<file path="config.mk">
export PLATFORM = sky130hd
export DESIGN_NAME = serial_subtractor
export DESIGN_NICKNAME = d
export VERILOG_FILES = /design/src/rtl/serial_subtractor.sv
export SDC_FILE = /design/constraint.sdc
export NUM_CORES = 1
export LEC_CHECK = 0
export ABC_AREA = 1
export CORE_MARGIN = 5
export CORE_UTILIZATION = 55
export DETAILED_ROUTE_END_ITERATION = 12
export PLACE_DENSITY_LB_ADDON = 0.05
export SETUP_SLACK_MARGIN = 0.02
export SLEW_MARGIN = 20
export SYNTH_ARGS = -nofsm -noshare
export SYNTH_HDL_FRONTEND = slang
export SYNTH_SLANG_ARGS = --single-unit
export TNS_END_PERCENT = 30
</file>
<file path="constraint.sdc">
create_clock -name clk -period 1.9 [get_ports clk]
set_input_delay 0.38 -clock clk [delete_from_list [all_inputs] [get_ports clk]]
set_output_delay 0.38 -clock clk [all_outputs]
set_load 0.03 [all_outputs]
</file>
<file path="src/rtl/serial_subtractor.sv">
// rtl/serial_subtractor.sv - bit-serial two's-complement subtractor with start/busy/done handshake
module serial_subtractor #(
    parameter int WIDTH = 8
) (
    input  logic             clk,
    input  logic             rst,
    input  logic             start,
    input  logic [WIDTH-1:0] a,
    input  logic [WIDTH-1:0] b,
    output logic             busy,
    output logic             done,
    output logic [WIDTH-1:0] diff,
    output logic             bout,
    output logic             ovf
);
    localparam int CW = (WIDTH > 2) ? $clog2(WIDTH) : 1;

    typedef enum logic [1:0] {
        IDLE  = 2'd0,
        SHIFT = 2'd1,
        DONE  = 2'd2
    } state_t;

    state_t         state, state_nxt;
    logic [WIDTH-1:0] a_sr;
    logic [WIDTH-1:0] b_sr;
    logic             borrow;
    logic [CW-1:0]    cnt;
    logic             ai, bi, d, bo, last;

    assign ai   = a_sr[0];
    assign bi   = b_sr[0];
    assign d    = ai ^ bi ^ borrow;
    assign bo   = (~ai & bi) | (~(ai ^ bi) & borrow);
    assign last = (cnt == CW'(WIDTH - 1));

    always_ff @(posedge clk or posedge rst) begin
        if (rst) begin
            state <= IDLE;
        end else begin
            state <= state_nxt;
        end
    end

    always_comb begin
        state_nxt = state;
        case (state)
            IDLE:    if (start) state_nxt = SHIFT;
            SHIFT:   if (last) state_nxt = DONE;
            DONE:    state_nxt = IDLE;
            default: state_nxt = IDLE;
        endcase
    end

    always_comb begin
        busy = (state == SHIFT) || (state == DONE);
        done = (state == DONE);
    end

    // Difference bits are shifted into the vacated top of a_sr, so a_sr doubles
    // as the internal result register; on the last bit a_sr[0] is still the
    // captured minuend MSB, which is what the overflow term needs.
    always_ff @(posedge clk or posedge rst) begin
        if (rst) begin
            a_sr   <= '0;
            b_sr   <= '0;
            borrow <= 1'b0;
            cnt    <= '0;
            diff   <= '0;
            bout   <= 1'b0;
            ovf    <= 1'b0;
        end else begin
            case (state)
                IDLE: begin
                    if (start) begin
                        a_sr   <= a;
                        b_sr   <= b;
                        borrow <= 1'b0;
                        cnt    <= '0;
                    end
                end
                SHIFT: begin
                    a_sr   <= {d, a_sr[WIDTH-1:1]};
                    b_sr   <= {1'b0, b_sr[WIDTH-1:1]};
                    borrow <= bo;
                    cnt    <= cnt + CW'(1);
                    if (last) begin
                        diff <= {d, a_sr[WIDTH-1:1]};
                        bout <= bo;
                        ovf  <= (ai != bi) && (d != ai);
                    end
                end
                default: ;
            endcase
        end
    end
endmodule

</file>
* Word level (Yosys, flattened, before mapping) *
Index checks and enable logic that the tools add are counted.
Widths: inputs -> output; s select.

storage, ports and cells
  logic and storage cells = 41
  bits in registers = 32
  output and inout bits = 12

operators by class
  $add $sub $neg = 1
  bitwise gates (word level) = 7
  equal/unequal tests = 7
  reduce and logical (&&, ||, !) cells = 7
  muxes and demuxes = 11

operators with widths
  operator             number
  $pmux 8 s2           2
  $mux 8               2
  $pmux 3 s2           1
  $reduce_and 2->1     3
  $mux 2               2
  $ne 2x2->1 const B   2
  $pmux 2 s2           1
  $add 3x1->3 const B  1
  $eq 3x3->1 const B   1
  $mux 3               1
  $and 1x1->1          2
  $eq 2x1->1 const B   1
  $eq 2x2->1 const B   1
  $logic_not 2->1      1
  $ne 1x1->1           2
  $not 1->1            2
  $pmux 1 s2           1
  $reduce_bool 2->1    1
  $xor 1x1->1          2
  $logic_and 1x1->1    1
  $logic_or 1x1->1     1
  $mux 1               1
  $or 1x1->1           1

* Longest topological paths before layout *
Gate-level depths: netlist of run 1.

  depth after elaboration = 5
  mapped depth = 8
  mapped depth without buffers = 7

* Worst setup path after synthesis of run 1 *
OpenSTA, ideal clock, no wires.

  path kind = register to register
  start point = register cnt[0]
  end point = register diff[7]
  period minus slack after synthesis = 1327 ps
  arrival time = 1205 ps
  data required time = 1778 ps
  stages on the path, launching flop included = 7
  path slack = 573 ps
  cell sequence = dfrtp_1 ha_1 ha_1 buf_2 nand2_2 buf_2 o21ai_1

on the way
  cells in the longest elaborated chain, start to end = 2

RTL lines
  item                        RTL line  RTL
  start, declared             28        logic [CW-1:0] cnt;
  start signal, assigned      86        cnt <= cnt + CW'(1);
  $eq 3x3->1                  35        assign last = (cnt == CW'(WIDTH - 1));
  $reduce_and 2->1 (no line)  -
  end signal, assigned        88        diff <= {d, a_sr[WIDTH-1:1]};
  end, declared               12        output logic [WIDTH-1:0] diff,

Every way passes these cells.
A chain may end at the register's enable or synchronous reset.

* Worst setup path after layout of run 1 *
  start point = register state[0]
  end point = output port busy

on the way
  cells in the longest elaborated chain, start to end = 2

RTL lines
  item                                      RTL line  RTL
  start, declared                           24        state_t state, state_nxt;
  start signal, assigned                    41        state <= state_nxt;
  $eq 2x1->1 or $eq 2x2->1 (tied branches)  56        busy = (state == SHIFT) || (state == DONE);
  $logic_or 1x1->1 (*)                      56
  end, declared                             10        output logic busy,

Every way passes the cells marked *; elsewhere a longest branch is shown, timed or not.

==> results of run 1 <==
==> registers in the layout, indices dropped and copies added, names as in the netlist <==
| signal | count |
|---|---|
| a_sr | 8 |
| b_sr | 8 |
| borrow | 1 |
| bout | 1 |
| cnt | 3 |
| diff | 8 |
| ovf | 1 |
| state | 2 |
==> metal layers <==
| layer | vias up | track usage [%] |
|---|---|---|
| li1 | 712 | - |
| met1 | 610 | 19.71 |
| met2 | 48 | 27.36 |
| met3 | 8 | 5.429 |
| met4 | 0 | 7.125 |
| met5 | - | 0 |
==> metrics by stage <==
stage               utilization, %  setup WS [ps]  total power [uW]  cells  area (um^2)
global placement             69.23          187.8              2445    264         1926
global route                 71.30          20.98              3145    272         1983
floorplan                        -          572.8              2154    208         1619
CTS                          71.26          82.17              2893    272         1982
finish                       71.30          126.8              2883    272         1983
detailed placement           69.23          176.0              2499    264         1926
==> cell usage in the layout (no fill, tap or decap) <==
| cell | synthesis | final |
|---|---|---|
| nand2_1 | 108 | 108 |
| o21ai_0 | 2 | 2 |
| buf_4 | 4 | 6 |
| clkdlybuf4s50_1 | 0 | 28 |
| inv_1 | 10 | 10 |
| fa_1 | 1 | 1 |
| clkbuf_8 | 0 | 1 |
| nand4_1 | 1 | 1 |
| dfrtp_1 | 32 | 32 |
| clkdlybuf4s15_1 | 0 | 1 |
| dlygate4sd2_1 | 0 | 1 |
| o21ai_1 | 2 | 2 |
| clkbuf_4 | 0 | 5 |
| nand2_2 | 2 | 2 |
| ha_1 | 6 | 6 |
| nor2_1 | 1 | 1 |
| nand3_1 | 32 | 32 |
| clkbuf_1 | 0 | 2 |
==> where the power goes <==
group	total [uW]	internal (uW)	switching, uW
registers	1120	950	172
logic	1360	517	845
clock network	400	183	217
==> worst min-delay path by stage <==
stage	slack, ps	start	cells after the start	end
after floorplan	460	cnt[0]	1	cnt[0]
after global placement	450	diff[3]	2	diff[3]
after detailed placement	460	diff[2]	2	diff[2]
after CTS	440	rst	3	diff[5]
after global routing	480	rst	3	diff[3]
final	420	rst	3	diff[3]
==> area by class of cell <==
type                    count  area, um^2
clock buffers               8       58.81
fillers                   241       798.3
inverters                  10       37.54
multi-input cells         155       703.2
flip-flops and latches     32       800.8
well taps                  31       38.79
repair buffers             36       344.1
==> critical path, cell delays in order, from the launching register on <==
cell	delay (ps)
dfrtp_1	380
inv_1	70
ha_1	270
clkdlybuf4s15_1	360
==> cell families after synthesis <==
kind of cell | Yosys count | synth area share, %
AO/OA/AOI/OAI | 4 | 1.237
adder cells (fa/ha/maj) | 7 | 5.873
buffers and inverters | 21 | 7.110
flip-flops | 32 | 49.46
AND/OR/NAND/NOR | 144 | 36.32
==> impl_metrics.ini, run 1 <==
[timing]
final.period_utilization_pct = 93.32
slew_headroom_pct = 66.93
tightest_slew_ps = 495.5
tns_ps = 0
holdWs_ps = 424.6
fmaxAchievable_ghz = 0.5640
setup_violations = 0
fin_skew_ps = 6.107
hold_viol = 0
slew_violations = 0
fin_crit_ps = 1773
rsz0062_at_grt = false

[power]
peakVddDrop_mv = 1.107
leakage_uw = 0.001092
p_per_area_nw_per_um2 = 1454

[final_layout]
final_nets = 266
syn_to_final_growth_pct = 22.49
antenna_cells = 0
drive_gt1_share_pct = 5.809

[place]
port_buffers = 30
place.gp.congestion = 0.8269
dpl.hpwl_um = 2284

[worst_setup_path]
crit_start = state[0]
crit_type = reg2out
reg2reg_to = ovf
end_kind = output pin
reg2reg_depth = 6
endpoint = busy
rrSetupSlack_ps = 360
crit_arrival_ps = 1390
cp_max_fo = 3
r2r_start = cnt[0]
cp-start-kind = flip-flop
critical_path_required_ps = 1520

[yosys]
syn_avg_cell_area_um2 = 7.784
synth-async-reset-ratio_pct = 100.0
synthFlopType = dfrtp_1
synth_warnings = 0
syn_nets = 234
postSynthCellCount = 208
synth.top_cells.by_area = dfrtp_1, nand2_1, nand3_1
yosys.cell_count.top_type = nand2_1
synth-edff-count = 0
yosys-top-cells-count = nand2_1, dfrtp_1, nand3_1
synthesis.area_um2 = 1619
yosys.area.top_type = dfrtp_1
synth_top_area_share_pct = 49.46
yosysUniqueCellTypes = 14
ys_seq_area_share_pct = 49.46
synth-seq-cells = 32

[routing]
vias = 1378
wl_met3_um = 246
post_drt_wl_per_cell_um = 12.01
wl_met2_um = 1516
wirelength_um = 3266
drc = 0
dr.pass1.iters = 4
drtIter0Drc = 40
viasPerCell = 5.066
wl_met1_um = 1451
antenna_left = 0
top_layer_used = met4

[cts]
cts_sinks = 32
postCtsSetupRepairBufs = 0
root_buffer = clkbuf_4
clk_pin_slew_ps = 100
htree_num_levels = 2
clk_latency_ps = 320
cts_buffer_depth = 2
hold_buffers = 0
cts_tree = yes
cts_buffers = 5
ctsResizeCount = 2

[min_path]
hold_path.class = in2async

[global_routing]
grt_pass1_wl_um = 5464
grt_pass1_vias = 1280
antenna_found_initial = 0
grt_max_degree = 33
grt_use_total_pct = 16.60
grt_overflow = 0

[run_status]
outcome = completed

[job]
max_cap_violations = 0

[floorplanning]
start_util_pct = 58.21
rows = 19
fp.dieW_um = 64.26
ios = 31
die_h_um = 64.26
die_area_um2 = 4129
core_um2 = 2781
Power figures use the tool's default switching activity.
==> run 2: changes to the inputs <==
--- a/config.mk
+++ b/config.mk
@@ -9,7 +9,7 @@
 export CORE_MARGIN = 5
 export CORE_UTILIZATION = 55
 export DETAILED_ROUTE_END_ITERATION = 12
-export PLACE_DENSITY_LB_ADDON = 0.05
+export PLACE_DENSITY = 0.86
 export SETUP_SLACK_MARGIN = 0.02
 export SLEW_MARGIN = 20
 export SYNTH_ARGS = -nofsm -noshare
==> impl_metrics.ini, run 2 (synthesis results as in run 1) <==
[timing]
fmaxAchievable_ghz = 0.5739
setup_ws_ps = 157.5
rsz0062_at_grt = false
hold_viol = 0
fin_skew_ps = 9.868
tightest_slew_ps = 502.7
slew_headroom_pct = 66.45
tns_ps = 0
final.period_utilization_pct = 91.71
slew_violations = 0
setup_violations = 0
fin_crit_ps = 1742

[routing]
drtIter0Drc = 55
wirelength_um = 3242
vias = 1369
antenna_left = 0
viasPerCell = 5.015
drc = 0
post_drt_wl_per_cell_um = 11.88
dr.pass1.iters = 4

[worst_setup_path]
crit_arrival_ps = 1360
critical_path.slowest_cell = clkdlybuf4s50_1
r2r_start = cnt[0]
critical_path_required_ps = 1520
cp_max_fo = 2
cpPeakStageDelay_ps = 670
crit_type = reg2out
reg2reg_to = ovf
end_kind = output pin
reg2reg_depth = 6
path_cells = clkdlybuf4s50_1
rrSetupSlack_ps = 380
cp.buffers_inverters = 1
cp-start-kind = flip-flop
crit_family = buffers and inverters

[final_layout]
syn_to_final_growth_pct = 22.80
reg.largest.list = a_sr: 8 flops, b_sr: 8 flops, diff: 8 flops
final_common_cell = nand2_1
utilization_pct = 71.48
final_cell_mix = nand2_1, nand3_1, dfrtp_1, clkdlybuf4s50_1, inv_1
fin_area_um2 = 1988
drive_gt1_share_pct = 7.438
fin_cells = 273
final_nets = 267
antenna_cells = 0

[place]
place_ws_ps = 136.5
dpl.hpwl_um = 2332
place.gp.congestion = 0.7741
placed_cell_area_um2 = 1933
place_inst = 265
port_buffers = 30

[global_routing]
antenna_found_initial = 0
grt_use_total_pct = 16.63
grt_pass1_vias = 1248
grt_overflow = 0
grt_pass1_wl_um = 5444
use_met2_pct = 27.36
grt_max_degree = 33
busiest_layer = met2
use_met3_pct = 5.079
grt_use_met1_pct = 20.11

[job]
max_cap_violations = 0

[cts]
root_buffer = clkbuf_4
cts_buffers = 5
clk_pin_slew_ps = 100
cts_sinks = 32
hold_buffers = 0
ctsResizeCount = 2
postCtsSetupRepairBufs = 0
clk_latency_ps = 330
htree_num_levels = 2
cts_buffer_depth = 2
cts_tree = yes

[min_path]
hold_path.class = in2async

[floorplanning]
die_area_um2 = 4129
rows = 19
core_um2 = 2781
fp.dieW_um = 64.26
ios = 31
start_util_pct = 58.21
die_h_um = 64.26

[run_status]
outcome = completed

[power]
leakage_uw = 0.001102
peakVddDrop_mv = 1.200
p_per_area_nw_per_um2 = 1460
==> run 2: how the worst max path moves through the flow <==
stage	from	to	slack, ps	cells after the start
finish	diff[6]	diff[6]	160	1
global route	ovf	ovf	80	1
CTS	state[1]	busy	40	3
detailed placement	state[0]	busy	140	3
global placement	state[0]	busy	190	3
floorplan	cnt[0]	diff[7]	570	6
==> run 2: cell type report <==
class                   instances  area [um^2]
multi-input cells             155        703.2
well taps                      31        38.79
repair buffers                 37        346.6
fillers                       231        793.3
flip-flops and latches         32        800.8
clock buffers                   6        51.30
clock inverters                 2        10.01
inverters                      10        37.54
==> run 2: per-layer routing <==
metal,wire (um),vias to the layer above
li1,-,713
met3,228,6
met1,1430,615
met4,56,0
met5,0,-
met2,1526,35
==> run 2: worst reg2reg max path: stages (launching register included) <==
cell	delay, ps
dfrtp_1	390
ha_1	160
ha_1	390
nand2_2	250
nor2_1	140
nand3_1	70
nand2_1	60
==> run 2: report_power, final <==
group	internal [uW]	switching [uW]	leakage, uW
sequential	949	170	0.000418
clock	176	227	0.0000380
combinational	522	858	0.000645
==> run 2: per-stage QoR <==
step	hold slack, ps	total power (uW)
6_report	418.6	2902
5_1_grt	449.0	3167
4_1_cts	421.3	2925
3_5_place_dp	457.3	2525
3_3_place_gp	452.5	2469
2_1_floorplan	464.2	2154
